--- src/rtl/fetch_stage.sv ---
// fetch_stage: instruction-fetch stage. Owns PCF, drives the instruction
// memory handshake, loads the IF/ID register and parks branch redirects
// that arrive while an access is still outstanding.
module fetch_stage #(
   parameter int              SIZE     = 32,
   parameter logic [SIZE-1:0] RESET_PC = '0,
   parameter logic [SIZE-1:0] NOP      = SIZE'(32'h0000_0013)
) (
   input  logic            clk,
   input  logic            rst_n,
   input  logic            stallf,
   input  logic            stallD,
   input  logic            flushD,
   input  logic            pc_sel,
   input  logic [SIZE-1:0] pc_target,
   output logic            imem_req,
   output logic [SIZE-1:0] imem_addr,
   input  logic [SIZE-1:0] imem_rdata,
   input  logic            imem_ready,
   output logic [SIZE-1:0] instrD,
   output logic [SIZE-1:0] pcD,
   output logic [SIZE-1:0] pc4D,
   output logic            validD,
   output logic            fetch_busy
);

   localparam logic [1:0] ST_RST   = 2'd0;
   localparam logic [1:0] ST_FETCH = 2'd1;
   localparam logic [1:0] ST_REDIR = 2'd2;

   logic [1:0]      state;
   logic [SIZE-1:0] pcf;
   logic [SIZE-1:0] pend_pc;
   logic [SIZE-1:0] pcf_plus4;
   logic            load_ifid;

   // PC+4 wraps silently at the top of the address space
   assign pcf_plus4 = pcf + SIZE'(4);

   // imem_addr comes straight from PCF, so it cannot move mid-access and
   // has no path from stallf/pc_sel
   assign imem_req   = (state != ST_RST);
   assign imem_addr  = pcf;
   assign fetch_busy = ((state == ST_FETCH) && !imem_ready) || (state == ST_REDIR);

   // only a clean, completed, unredirected, unstalled fetch reaches decode
   assign load_ifid = (state == ST_FETCH) && imem_ready && !pc_sel && !stallf;

   // fetch FSM and PC update
   always_ff @(posedge clk) begin
      if (!rst_n) begin
         state   <= ST_RST;
         pcf     <= RESET_PC;
         pend_pc <= '0;
      end else begin
         case (state)
            // one idle cycle after reset; a stray pc_sel here is ignored
            ST_RST: state <= ST_FETCH;
            ST_FETCH: begin
               if (pc_sel && imem_ready) begin
                  pcf <= pc_target;
               end else if (pc_sel) begin
                  // access still in flight: park the target, keep addr stable
                  pend_pc <= pc_target;
                  state   <= ST_REDIR;
               end else if (stallf) begin
                  pcf <= pcf;
               end else if (imem_ready) begin
                  pcf <= pcf_plus4;
               end
            end
            ST_REDIR: begin
               if (imem_ready) begin
                  // stale response is dropped; newest target wins
                  pcf   <= pc_sel ? pc_target : pend_pc;
                  state <= ST_FETCH;
               end else if (pc_sel) begin
                  pend_pc <= pc_target;
               end
            end
            default: state <= ST_RST;
         endcase
      end
   end

   // IF/ID register: reset > flush > stall > load > bubble
   always_ff @(posedge clk) begin
      if (!rst_n) begin
         instrD <= NOP;
         pcD    <= '0;
         pc4D   <= '0;
         validD <= 1'b0;
      end else if (flushD) begin
         instrD <= NOP;
         validD <= 1'b0;
      end else if (stallD) begin
         instrD <= instrD;
         validD <= validD;
      end else if (load_ifid) begin
         instrD <= imem_rdata;
         pcD    <= pcf;
         pc4D   <= pcf_plus4;
         validD <= 1'b1;
      end else begin
         instrD <= NOP;
         validD <= 1'b0;
      end
   end

endmodule

--- config.mk ---
export PLATFORM = sky130hd
export DESIGN_NAME = fetch_stage
export DESIGN_NICKNAME = d
export VERILOG_FILES = /design/src/rtl/fetch_stage.sv
export SDC_FILE = /design/constraint.sdc
export NUM_CORES = 1
export LEC_CHECK = 0
export CAP_MARGIN = 20
export CORE_ASPECT_RATIO = 0.75
export CORE_MARGIN = 2
export CORE_UTILIZATION = 40
export CTS_CLUSTER_DIAMETER = 30
export CTS_CLUSTER_SIZE = 40
export DETAILED_ROUTE_END_ITERATION = 8
export PLACE_DENSITY = 0.69
export SYNTH_ARGS = -nofsm -noshare
export SYNTH_HDL_FRONTEND = slang
export SYNTH_SLANG_ARGS = --single-unit
--- constraint.sdc ---
create_clock -name clk -period 6.12 [get_ports clk]
set_input_delay 0.918 -clock clk [delete_from_list [all_inputs] [get_ports clk]]
set_output_delay 0.918 -clock clk [all_outputs]
set_load 0.05 [all_outputs]
## Word-level counts from Yosys, hierarchy flattened

Index checks and enable logic that the tools add are counted.

| storage, ports and cells | value |
|---|---|
| flip-flop bits (word level) | 163 |
| bits in latches | 0 |
| memory bits (writable) | 0 |
| memory bits (read-only) | 0 |
| input port bits | 71 |
| output and inout bits | 131 |
| word-level logic and storage cells | 53 |
| memories | 0 |

| operators by class | value |
|---|---|
| $add $sub $neg | 1 |
| $mul | 0 |
| divide/modulo/power cells | 0 |
| $lt $le $gt $ge | 0 |
| equal/unequal tests | 9 |
| shifts and indexed selects | 0 |
| multiplexer cells | 16 |
| bitwise gates (word level) | 3 |
| reduce and logical (&&, ||, !) cells | 17 |

Operators by type and width:

| cell | count |
|---|---|
| 32-bit 2-to-1 mux | 9 |
| 32-bit case mux with 2 select lines | 2 |
| 32-bit by 3-bit adder with 32-bit output, second input constant | 1 |
| 3-bit by 2-bit != test with 1-bit output, second input constant | 3 |
| 3-bit AND reduction | 3 |
| 2-bit != test, second input constant | 4 |
| 2-bit 2-to-1 mux | 3 |
| 2-bit case mux with 3 select lines | 1 |
| 1-bit logical AND | 5 |
| 5-bit AND reduction | 1 |
| 2-bit nonzero test | 2 |
| 1-bit logical NOT | 3 |
| 1-bit NOT | 3 |
| 2-bit by 1-bit == test with 1-bit output, second input constant | 1 |
| 2-bit == test, second input constant | 1 |
| 2-bit logical NOT | 1 |
| 2-bit OR reduction | 1 |
| 1-bit logical OR | 1 |
| 1-bit 2-to-1 mux | 1 |

## Depth between registers and ports, before layout

Gate-level depths: netlist of the first run.

| logic depth | value |
|---|---|
| word-level depth | 6 |
| gate-level depth with buffers | 10 |
| depth with buffers taken out | 7 |

## Worst setup path after synthesis of the first run

No wires, ideal clock.

| timing path | value |
|---|---|
| path kind | input-to-reg |
| start | input stallD |
| end | register pc4D[10] |
| library setup time | 136 ps |
| data arrival time | 2183 ps |
| required time | 5984 ps |
| setup slack | 3801 ps |
| cell stages on the path | 7 |
| path through | clkbuf_1 > or3_1 > clkbuf_1 > nor2_2 > buf_2 > buf_2 > a211oi_1 |

| between the ends | value |
|---|---|
| longest elaborated chain between the ends | 2 |

RTL lines:

| what | RTL line | source |
|---|---|---|
| start: declaration | 12 | `input logic stallD,` |
| 1-bit NOT (no line) | -- |  |
| 3-bit AND reduction (no line) | -- |  |
| end signal: assignment | 102 | `pc4D <= pcf_plus4;` |
| end: declaration | 22 | `output logic [SIZE-1:0] pc4D,` |

Every way passes these cells.
A chain may end at the register's enable or synchronous reset.

## Final worst setup path of the first run

| timing path | value |
|---|---|
| start | input imem_ready |
| end | output fetch_busy |

| between the ends | value |
|---|---|
| longest elaborated chain between the ends | 3 |

RTL lines:

| what | RTL line | source |
|---|---|---|
| start: declaration | 19 | `input logic imem_ready,` |
| 1-bit logical NOT | 44 | `assign fetch_busy = ((state == ST_FETCH) && !imem_ready) \|\| (state == ST_REDIR);` |
| 1-bit logical AND | 44 |  |
| 1-bit logical OR | 44 |  |
| end: declaration | 24 | `output logic fetch_busy` |

Every way passes these cells.

==> impl_results.md, run 1 <==
* CTS H-tree depth at 4
* Final Hold Vio Count at 0
* Full die area at 0.0196 sq mm
* Initial antenna violation count at 0
* Crit-path max cell delay at 800 ps
* First-pass GRT wire length at 35.3 mm
* Hold path startpoint: pend_pc[28]
* Max Clock Skew at 8.07 ps
* Hold endpoint: pend_pc[28]
* R2r endpoint: pc4D[19]
* # setup viols final at 0
* Clk slew on worst S/H paths at 60 ps
* Internal reg-to-reg setup slack at 3180 ps
* Unique cell type count in the Yosys netlist at 52
* Largest cells by area after synthesis: dfxtp_1 43%, nand2_1 8.9%, a21oi_1 8.4%
* Max-cap viol count at 0
* Synthesis-stage register bit count at 161
* Cts bufs inserted at 17
* Status: finished clean
* Synthesized instance count at 934
* Postcts setup bufs at 0
* RR Startpoint: state[1]
* Clk buf depth at 2
* CP max FO at 7
* WP data required at 5200 ps
* Antenna cells at 0
* Top-area cell type share of the netlist area at 43.5%
* Gp weighted congestion at 0.832
* Synth warn at 0
* Chip height at 122 microns
* Grt total ovfl at 0
* Pleak at 0.00337 uW
* Worst slew pin tran at 1010 ps
* Maximum VDD drop at 0.168 mV
* Die Span X at 161 microns
* Clock latency on the worst-skew pair at 420 ps
* Fmax at 293 MHz
* Filler cells at 1695
* Layout Area Growth over Synthesis at 35.1%
* Clk root buf: clkbuf_16
* CTS sink cnt at 161
* DRT iter0 DRCs at 661
* CP Capture Type: primary output
* Number of flops mapped to enable cells by yosys at 0
* RSZ-0062 raised after global routing: no
* Post-synth top area cell: dfxtp_1
* Startpoint types: input pin
* Top_reg_cell synth: dfxtp_1
* Routed wire per std cell at 17.2 microns
* Pwr dens at 261 mW/mm^2
* DP Worst Slack at 2340 ps
* WS Path Type: input pin to primary output
* Syn_area_per_cell at 7.94 sq um
* Detailed Place HPWL at 15.6 mm
* Hold_buf cts at 0
* Cell row count at 43
* Crit-path slowest cell: clkdlybuf4s50_1
* Largest net degree at the start of global routing at 64
* Most frequent CP cell: clkdlybuf4s50_1
* GR Util All Layers at 22.7%
* NumNets Final at 1149
* Setup TNS at 0 ps
* Fraction of registers with async set/reset at 0%
* Vias in the first global route at 6325
* Cts repair resizes at 0
* Min cycle time layout at 3410 ps
* Placed instance area at 0.00942 sq mm
* Fin. max-slew vios at 0
* Post-route ant nets at 0
* Post-Syn Area at 0.00741 sq mm
* Share of cells above drive strength 1 at 6.62%
* Core box area at 0.0183 sq mm
* Starting Density at 40.4%
* Worst r2r path cells at 8
* Max-Slew Margin vs Limit at 32.4%
* Residual DRC at 0
* Worst path arrival time at 2490 ps
* Via count at 7202
* CTS tree: done
* Post-Route WL at 22.9 mm
* Vias/cell at 5.40
* First-pass DRT Iterations at 5
* IO Port Bufs at 201
* Final worst slack at 2710 ps
* I/O pin total at 202
* Final instance area at 0.0100 sq mm
* Worst Hold Depth at 2
* Fin crit share at 55.7%
* Min-Delay Path Class: flip-flop to flip-flop
* Register area share after synthesis at 43.5%
* Post-Syn Nets at 1009
* Crit-path cells: clkdlybuf4s50_1 > inv_1 > a21o_1 > clkdlybuf4s50_1
## kinds of logic after synthesis
group,after synthesis,synth area share [%]
xor+xnor,28,3.31
fa+ha+maj,4,0.675
buf+inv,100,5.99
simple gates,332,19.8
flops,161,43.5
mux,35,4.95
compound gates,274,21.8
## cell usage after synthesis (3+ instances only)
cell,count
a21o_1,6
o22ai_1,21
xor2_1,15
dfxtp_1,161
nor2b_1,3
nor2_1,87
o21ai_0,49
nand4_1,8
clkbuf_1,51
inv_1,8
mux2i_1,22
xnor2_1,13
mux2_2,12
o221a_2,4
nand2b_1,3
o31a_1,4
nor3_1,11
a21oi_1,125
a22oi_1,30
o211ai_1,4
buf_2,33
nand3_1,14
buf_4,5
nand4_2,3
nand2_1,175
ha_1,4
a31oi_1,9
a211oi_1,13
nor4_1,5
and3_1,6
or3_1,3
## cell type report
type | instances | area (sq um) | area share (%)
multi-input cells | 673 | 3760 | 37.6
clock inverters | 10 | 134 | 1.34
repair buffers | 212 | 2090 | 20.9
flip-flops and latches | 161 | 3220 | 32.2
clock buffers | 22 | 464 | 4.63
well taps | 247 | 309 | 3.09
inverters | 9 | 33.8 | 0.337
## power breakdown
part	switching, uW	total, uW	internal, uW	leakage [uW]
combinational	245	395	150	0.00178
sequential	53.2	1130	1080	0.00130
clock	427	1090	662	0.000290
total	725	2610	1890	0.00337
## sequential cells by signal, summed over array words and instances (netlist names)
register and flops:
pc4D 30, instrD 32, imem_addr 32, state 2
pend_pc 32, validD 1, pcD 32
## routing by layer
layer / up-vias / track usage, % / routed length [microns]
met5: - / 0 / 0
met1: 3399 / 31.7 / 10400
li1: 3532 / - / -
met3: 21 / 5.38 / 1510
met2: 250 / 35.5 / 10600
met4: 0 / 6.14 / 374
## worst max-delay path, delay by kind of cell
kind,cells,cell delay [ps]
buf+inv,3,1450
compound gates,1,120
## worst max path at each step
stage	startpoint	to	cells past startpoint	slack, ps
floorplan	stallD	pc4D[10]	7	3800
global placement	imem_ready	pc4D[19]	7	2390
detailed placement	imem_ready	pc4D[29]	7	2340
CTS	imem_ready	fetch_busy	4	2700
global route	imem_ready	pc4D[19]	7	2530
finish	imem_ready	fetch_busy	4	2710
## layout by cell type (no fill, tap or decap), types with 5 or more instances in the layout
cell / instances
a211oi_1: 13
a21o_1: 6
a21oi_1: 125
a22oi_1: 30
a31oi_1: 9
and3_1: 6
buf_4: 11
clkbuf_16: 17
clkdlybuf4s50_1: 200
dfxtp_1: 161
inv_1: 8
mux2_2: 12
mux2i_1: 22
nand2_1: 175
nand3_1: 14
nand4_1: 8
nor2_1: 86
nor3_1: 10
nor4_1: 5
o21ai_0: 49
o22ai_1: 21
xnor2_1: 13
xor2_1: 15
## stage by stage
| stage | cells | utilization, % | total power (uW) | hold slack [ps] |
|---|---|---|---|---|
| after detailed placement | 1302 | 51.3 | 1550 | 447 |
| after global placement | 1302 | 51.3 | 1540 | 440 |
| after global routing | 1334 | 54.6 | 2710 | 468 |
| after CTS | 1334 | 54.6 | 2630 | 455 |
| after floorplan | 934 | - | 1390 | 434 |
| final | 1334 | 54.6 | 2610 | 453 |
(Power assumes the default switching activity.)
==> run 2, diff against run 1 <==
Clock period 6.12 ns to 3.3 ns, I/O delays scaled along.
==> run 2 against run 1 <==
Clock power is 83% higher; combinational power is 100% higher; power is 86% higher; count of clock-buffer cells in the layout is 2 lower; sequential share of layout area is 0.55 points lower; hold slack worse by 1.8 ps; cell area is 1.7% higher; sequential power is 83% higher; via count is 1.4% higher; utilization is 0.95 points higher; non-clock buffer count is 23 higher; critical path type is now flip-flop to primary output; highest routed layer unchanged.
==> impl_results.md, run 2 (synthesis gave the netlist of run 1 again) <==
* Max Clock Skew at 6.91 ps (-1.16 ps)
* CTS H-tree depth at 4 (unchanged)
* Residual DRC at 0 (unchanged)
* Fmax at 372 MHz
* First-pass GRT wire length at 36.3 mm (+2.9%)
* Pwr Total at 4860 uW (+86%)
* Startpoint types: flip-flop
* CP Depth at 5 (+1)
* Worst Setup SP: state[0]
* Internal reg-to-reg setup slack at 700 ps (-2480 ps)
* Max-cap viol count at 0 (unchanged)
* Clk slew on worst S/H paths at 60 ps (about the same)
* Post-Route WL at 23.1 mm (+0.79%)
* Clk buf depth at 2 (unchanged)
* Pleak at 0.00348 uW (+3.2%)
* Share of cells above drive strength 1 at 8.83% (+2.2 points)
* Placed instance area at 0.00959 sq mm (+1.8%)
* DRT iter0 DRCs at 614 (-7.1%)
* CTS sink cnt at 161 (unchanged)
* First-pass DRT Iterations at 5 (unchanged)
* Buf/Inv on CP at 3 (unchanged)
* Final instance area at 0.0102 sq mm (+1.7%)
* WP data required at 2800 ps (-2400 ps)
* R2r endpoint: imem_addr[26]
* NumNets Final at 1172 (+2.0%)
* Chip height at 122 microns (unchanged)
* Min cycle time layout at 2690 ps
* Via count at 7303 (+1.4%)
* Initial antenna violation count at 0 (unchanged)
* Worst slew pin tran at 810 ps (-204 ps)
* GR Util All Layers at 23.3% (+0.55 points)
* Layout Area Growth over Synthesis at 37.5%
* Postcts setup bufs at 0 (unchanged)
* Grt total ovfl at 0 (unchanged)
* Most frequent cells in the layout: 200 x clkdlybuf4s50_1, 175 x nand2_1, 161 x dfxtp_1
* Maximum VDD drop at 0.257 mV (+53%)
* Vias/cell at 5.38 (-0.32%)
* Area taken by multi-input logic gates at 0.00376 sq mm (unchanged)
* Clk root buf: clkbuf_16
* Cts bufs inserted at 17 (unchanged)
* Cell row count at 43 (unchanged)
* Vias in the first global route at 6810 (+7.7%)
* Routed wire per std cell at 17.0 microns (-0.91%)
* Worst path arrival time at 2190 ps (-300 ps)
* Filler cells at 1670 (-1.5%)
* Antenna cells at 0 (unchanged)
* Family with the most delay on the worst path: buffers and inverters
* Crit-path cells: inv_1 > ha_1 > buf_4 > a21o_1 > clkdlybuf4s50_1
* Largest net degree at the start of global routing at 45 (-30%)
* Leading cell type in the layout, fill and taps excluded: clkdlybuf4s50_1
* Hold slack at 452 ps (-1.77 ps)
* Hold_buf cts at 0 (unchanged)
* Min-Delay Path Class: flip-flop to flip-flop
* Crit-path slowest cell: clkdlybuf4s50_1
* Die Span X at 161 microns (unchanged)
* WS Path Type: flip-flop to primary output
* Crit-path max cell delay at 810 ps (about the same)
* CTS tree: done
* Final Hold Vio Count at 0 (unchanged)
* Core box area at 0.0183 sq mm (unchanged)
* Clock latency on the worst-skew pair at 430 ps (about the same)
* RSZ-0062 raised after global routing: no
* Cts repair resizes at 0 (unchanged)
* CP Capture Type: primary output
* Register area at 0.00322 sq mm (unchanged)
* Detailed Place HPWL at 16.1 mm (+3.0%)
* CP max FO at 16 (+9)
* RR Startpoint: imem_addr[3]
* Max-Slew Margin vs Limit at 45.9% (+14 points)
* Gp weighted congestion at 0.814 (-2.2%)
* Full die area at 0.0196 sq mm (unchanged)
* CP endpoint: fetch_busy
* IO Port Bufs at 201 (unchanged)
* Post-route ant nets at 0 (unchanged)
* Worst r2r path cells at 6 (-2)
* # setup viols final at 0 (unchanged)
* Pwr dens at 477 mW/mm^2 (+83%)
* Fin. max-slew vios at 0 (unchanged)
* Fin crit share at 81.4%
* Status: finished clean
* Starting Density at 40.4% (unchanged)
* I/O pin total at 202 (unchanged)
* Setup TNS at 0 ps (unchanged)
==> run 2: worst min-delay path by stage <==
stage	cells past startpoint	endpoint	slack, ps	from
after global placement	2	pend_pc[12]	440	pend_pc[12]
after floorplan	2	pend_pc[12]	430	pend_pc[12]
after detailed placement	2	pcD[17]	450	pcD[17]
final	2	pc4D[3]	450	pc4D[3]
after CTS	2	pend_pc[10]	450	pend_pc[10]
after global routing	2	pend_pc[26]	470	pend_pc[26]
==> run 2: power by group <==
part | internal [uW] | total, uW | switching, uW
Sequential | 2000 | 2070 | 72.1
Clock | 1170 | 2000 | 825
Combinational | 302 | 793 | 491
==> run 2: worst min-delay path: stages (launching register included) <==
cell and delay, ps:
dfxtp_1 310, nand2_1 50, a21oi_1 50
==> run 2: stage by stage <==
step	setup WS [ps]	util (%)	instances
6_report	613	55.5	1357
5_1_grt	499	55.5	1357
4_1_cts	604	55.5	1357
3_5_place_dp	622	52.3	1325
3_3_place_gp	664	52.3	1325
2_1_floorplan	1030	-	934
==> run 2: layer usage <==
layer  global-route usage [%]  vias to the layer above  share of wire (%)
li1                         -                     3574                  -
met1                     31.3                     3445                 46
met2                     36.5                      244                 45
met3                     5.38                       40                6.2
met4                     9.10                        0                2.4
met5                        0                        -                  0
==> run 2: cell type report <==
cell class,instances,share of cell area (%)
sequential,161,31.6
timing repair buffer,235,22.2
inverter,9,0.331
clock buffer,20,4.58
clock inverter,12,1.31
tap,247,3.03
multi-input combinational,673,36.9
==> run 3, diff against run 2 <==
Settings changed: PLACE_DENSITY 0.69 to 0.72.
Clock period 3.3 ns to 2.45 ns, I/O delays scaled along.
==> run 3 against run 2 <==
Cell area rose by 2.8%; global-route usage grew 0.40 points; power grew 40%; die area is the same; count of clock-buffer cells in the layout is 2 lower; sequential power grew 34%; worst setup slack got worse by 480 ps; sequential cell count unchanged; non-clock buffer count increased by 22; hold slack better by 0.95 ps; combinational power grew 44%; utilization grew 1.5 points.
==> impl_results.md, run 3 (synthesis gave the netlist of run 1 again) <==
* Family with the most delay on the worst path: buffers and inverters
* Cell row count at 43 (unchanged)
* Crit-path slowest cell: clkdlybuf4s50_1
* Crit-path max cell delay at 900 ps (+90 ps)
* Final Hold Vio Count at 0 (unchanged)
* GR Util All Layers at 23.7% (+0.40 points)
* Residual DRC at 0 (unchanged)
* CP Capture Type: primary output
* Pleak at 0.00366 uW (+5.1%)
* Max Clock Skew at 10.7 ps (+3.80 ps)
* CTS H-tree depth at 4 (unchanged)
* Clk slew on worst S/H paths at 70 ps (about the same)
* # setup viols final at 0 (unchanged)
* Worst path arrival time at 1950 ps (-240 ps)
* Maximum VDD drop at 0.404 mV (+57%)
* CP max FO at 11 (-5)
* Clock latency on the worst-skew pair at 440 ps (about the same)
* First-pass GRT wire length at 36.9 mm (+1.6%)
* Status: finished clean
* WP data required at 2080 ps (-720 ps)
* Grt total ovfl at 0 (unchanged)
* RSZ-0062 raised after global routing: no
* Detailed Place HPWL at 16.4 mm (+2.3%)
* Most frequent cells in the layout: 198 x clkdlybuf4s50_1, 175 x nand2_1, 161 x dfxtp_1
* Die Span X at 161 microns (unchanged)
* Startpoint types: flip-flop
* Core box area at 0.0183 sq mm (unchanged)
* Chip height at 122 microns (unchanged)
* Vias in the first global route at 6920 (+1.6%)
* Routed wire per std cell at 17.0 microns (+0.15%)
* Vias/cell at 5.37 (-0.29%)
* Fmax at 432 MHz
* Leading cell type in the layout, fill and taps excluded: clkdlybuf4s50_1
* WS Path Type: flip-flop to primary output
* I/O pin total at 202 (unchanged)
* Fin crit share at 94.4%
* CTS sink cnt at 161 (unchanged)
* Clk buf depth at 2 (unchanged)
* DRT iter0 DRCs at 668 (+8.8%)
* First-pass DRT Iterations at 5 (unchanged)
* Pwr dens at 648 mW/mm^2 (+36%)
* Starting Density at 40.4% (unchanged)
* IO Port Bufs at 201 (unchanged)
* Via count at 7400 (+1.3%)
* Cts bufs inserted at 17 (unchanged)
* Min cycle time layout at 2310 ps
* Clk root buf: clkbuf_16
* Gp weighted congestion at 0.839 (+3.1%)
* Min-Delay Path Class: flip-flop to flip-flop
* Largest net degree at the start of global routing at 100 (+120%)
* NumNets Final at 1194 (+1.9%)
* Pwr Total at 6790 uW (+40%)
* Max-Slew Margin vs Limit at 60.9% (+15 points)
* Worst slew pin tran at 585 ps (-225 ps)
* Buf/Inv on CP at 1 (-2)
* Hold_buf cts at 0 (unchanged)
* Share of cells above drive strength 1 at 10.7% (+1.9 points)
* Post-Route WL at 23.5 mm (+1.8%)
* Antenna cells at 0 (unchanged)
* Crit-path cells: clkdlybuf4s50_1
* Full die area at 0.0196 sq mm (unchanged)
* Initial antenna violation count at 0 (unchanged)
* Fin. max-slew vios at 0 (unchanged)
* Max-cap viol count at 0 (unchanged)
* Setup TNS at 0 ps (unchanged)
* Layout Area Growth over Synthesis at 41.3%
* Post-route ant nets at 0 (unchanged)
* CTS tree: done
==> run 3: changes by cell type in the layout (fill, tap and decap cells not counted), sizes merged, moves of 2 or more <==
cell | previous run | this run
clkinv | 5 | 1
clkbuf | 20 | 18
clkdlybuf4s50 | 200 | 198
buf | 35 | 58
clkinvlp | 5 | 1
inv | 9 | 18
==> run 3: metrics by stage <==
| stage | area (sq um) | hold WS (ps) | setup WS [ps] | std cells | utilization (%) |
|---|---|---|---|---|---|
| 2_1_floorplan | 7410 | 434 | 180 | 934 | - |
| 3_3_place_gp | 9840 | 440 | 117 | 1347 | 53.6 |
| 3_5_place_dp | 9840 | 447 | 126 | 1347 | 53.6 |
| 4_1_cts | 10500 | 455 | 65.7 | 1379 | 57.1 |
| 5_1_grt | 10500 | 471 | 110 | 1379 | 57.1 |
| 6_report | 10500 | 453 | 137 | 1379 | 57.1 |
==> run 3: worst paths after layout <==
kind | endpoint | depth (start not counted) | slack, ps | from
setup / recovery | imem_addr[24] | 1 | 140 | imem_addr[24]
hold / removal | pcD[5] | 2 | 450 | pcD[5]
setup reg to reg | imem_addr[26] | 6 | 320 | imem_addr[4]
hold reg to reg | pcD[5] | 2 | 450 | pcD[5]
==> run 3: worst register-to-register path: cells and delay by family, from the launching register on <==
family          cells  cell delay [ps]
compound gates      2              470
buf+inv             1              250
flops               1              590
simple gates        3              750
==> run 3: per-layer routing <==
metal	track usage, %	up-vias	part of all wire, %
li1	-	3621	-
met1	31.8	3513	46
met2	37.6	240	45
met3	6.06	26	6.9
met4	7.53	0	1.8
met5	0	-	0
==> run 3: cell type report <==
| class | instances | area [sq um] |
|---|---|---|
| clock inverter | 14 | 190 |
| timing repair buffer | 257 | 2510 |
| fill | 1668 | 7870 |
| multi-input combinational | 673 | 3760 |
| sequential | 161 | 3220 |
| tap | 247 | 309 |
| inverter | 9 | 33.8 |
| clock buffer | 18 | 439 |
==> run 3: repair_timing <==
item,4_1_cts,5_1_grt
setup buffers,0,0
gates resized for setup,0,1
endpoints found under the setup margin,0,1
hold endpoints to repair,0,0
==> run 3: where the power goes <==
group	switching (uW)	internal, uW	total (uW)
registers	83.8	2690	2780
clock network	1210	1670	2880
logic	680	458	1140
total	1970	4820	6790
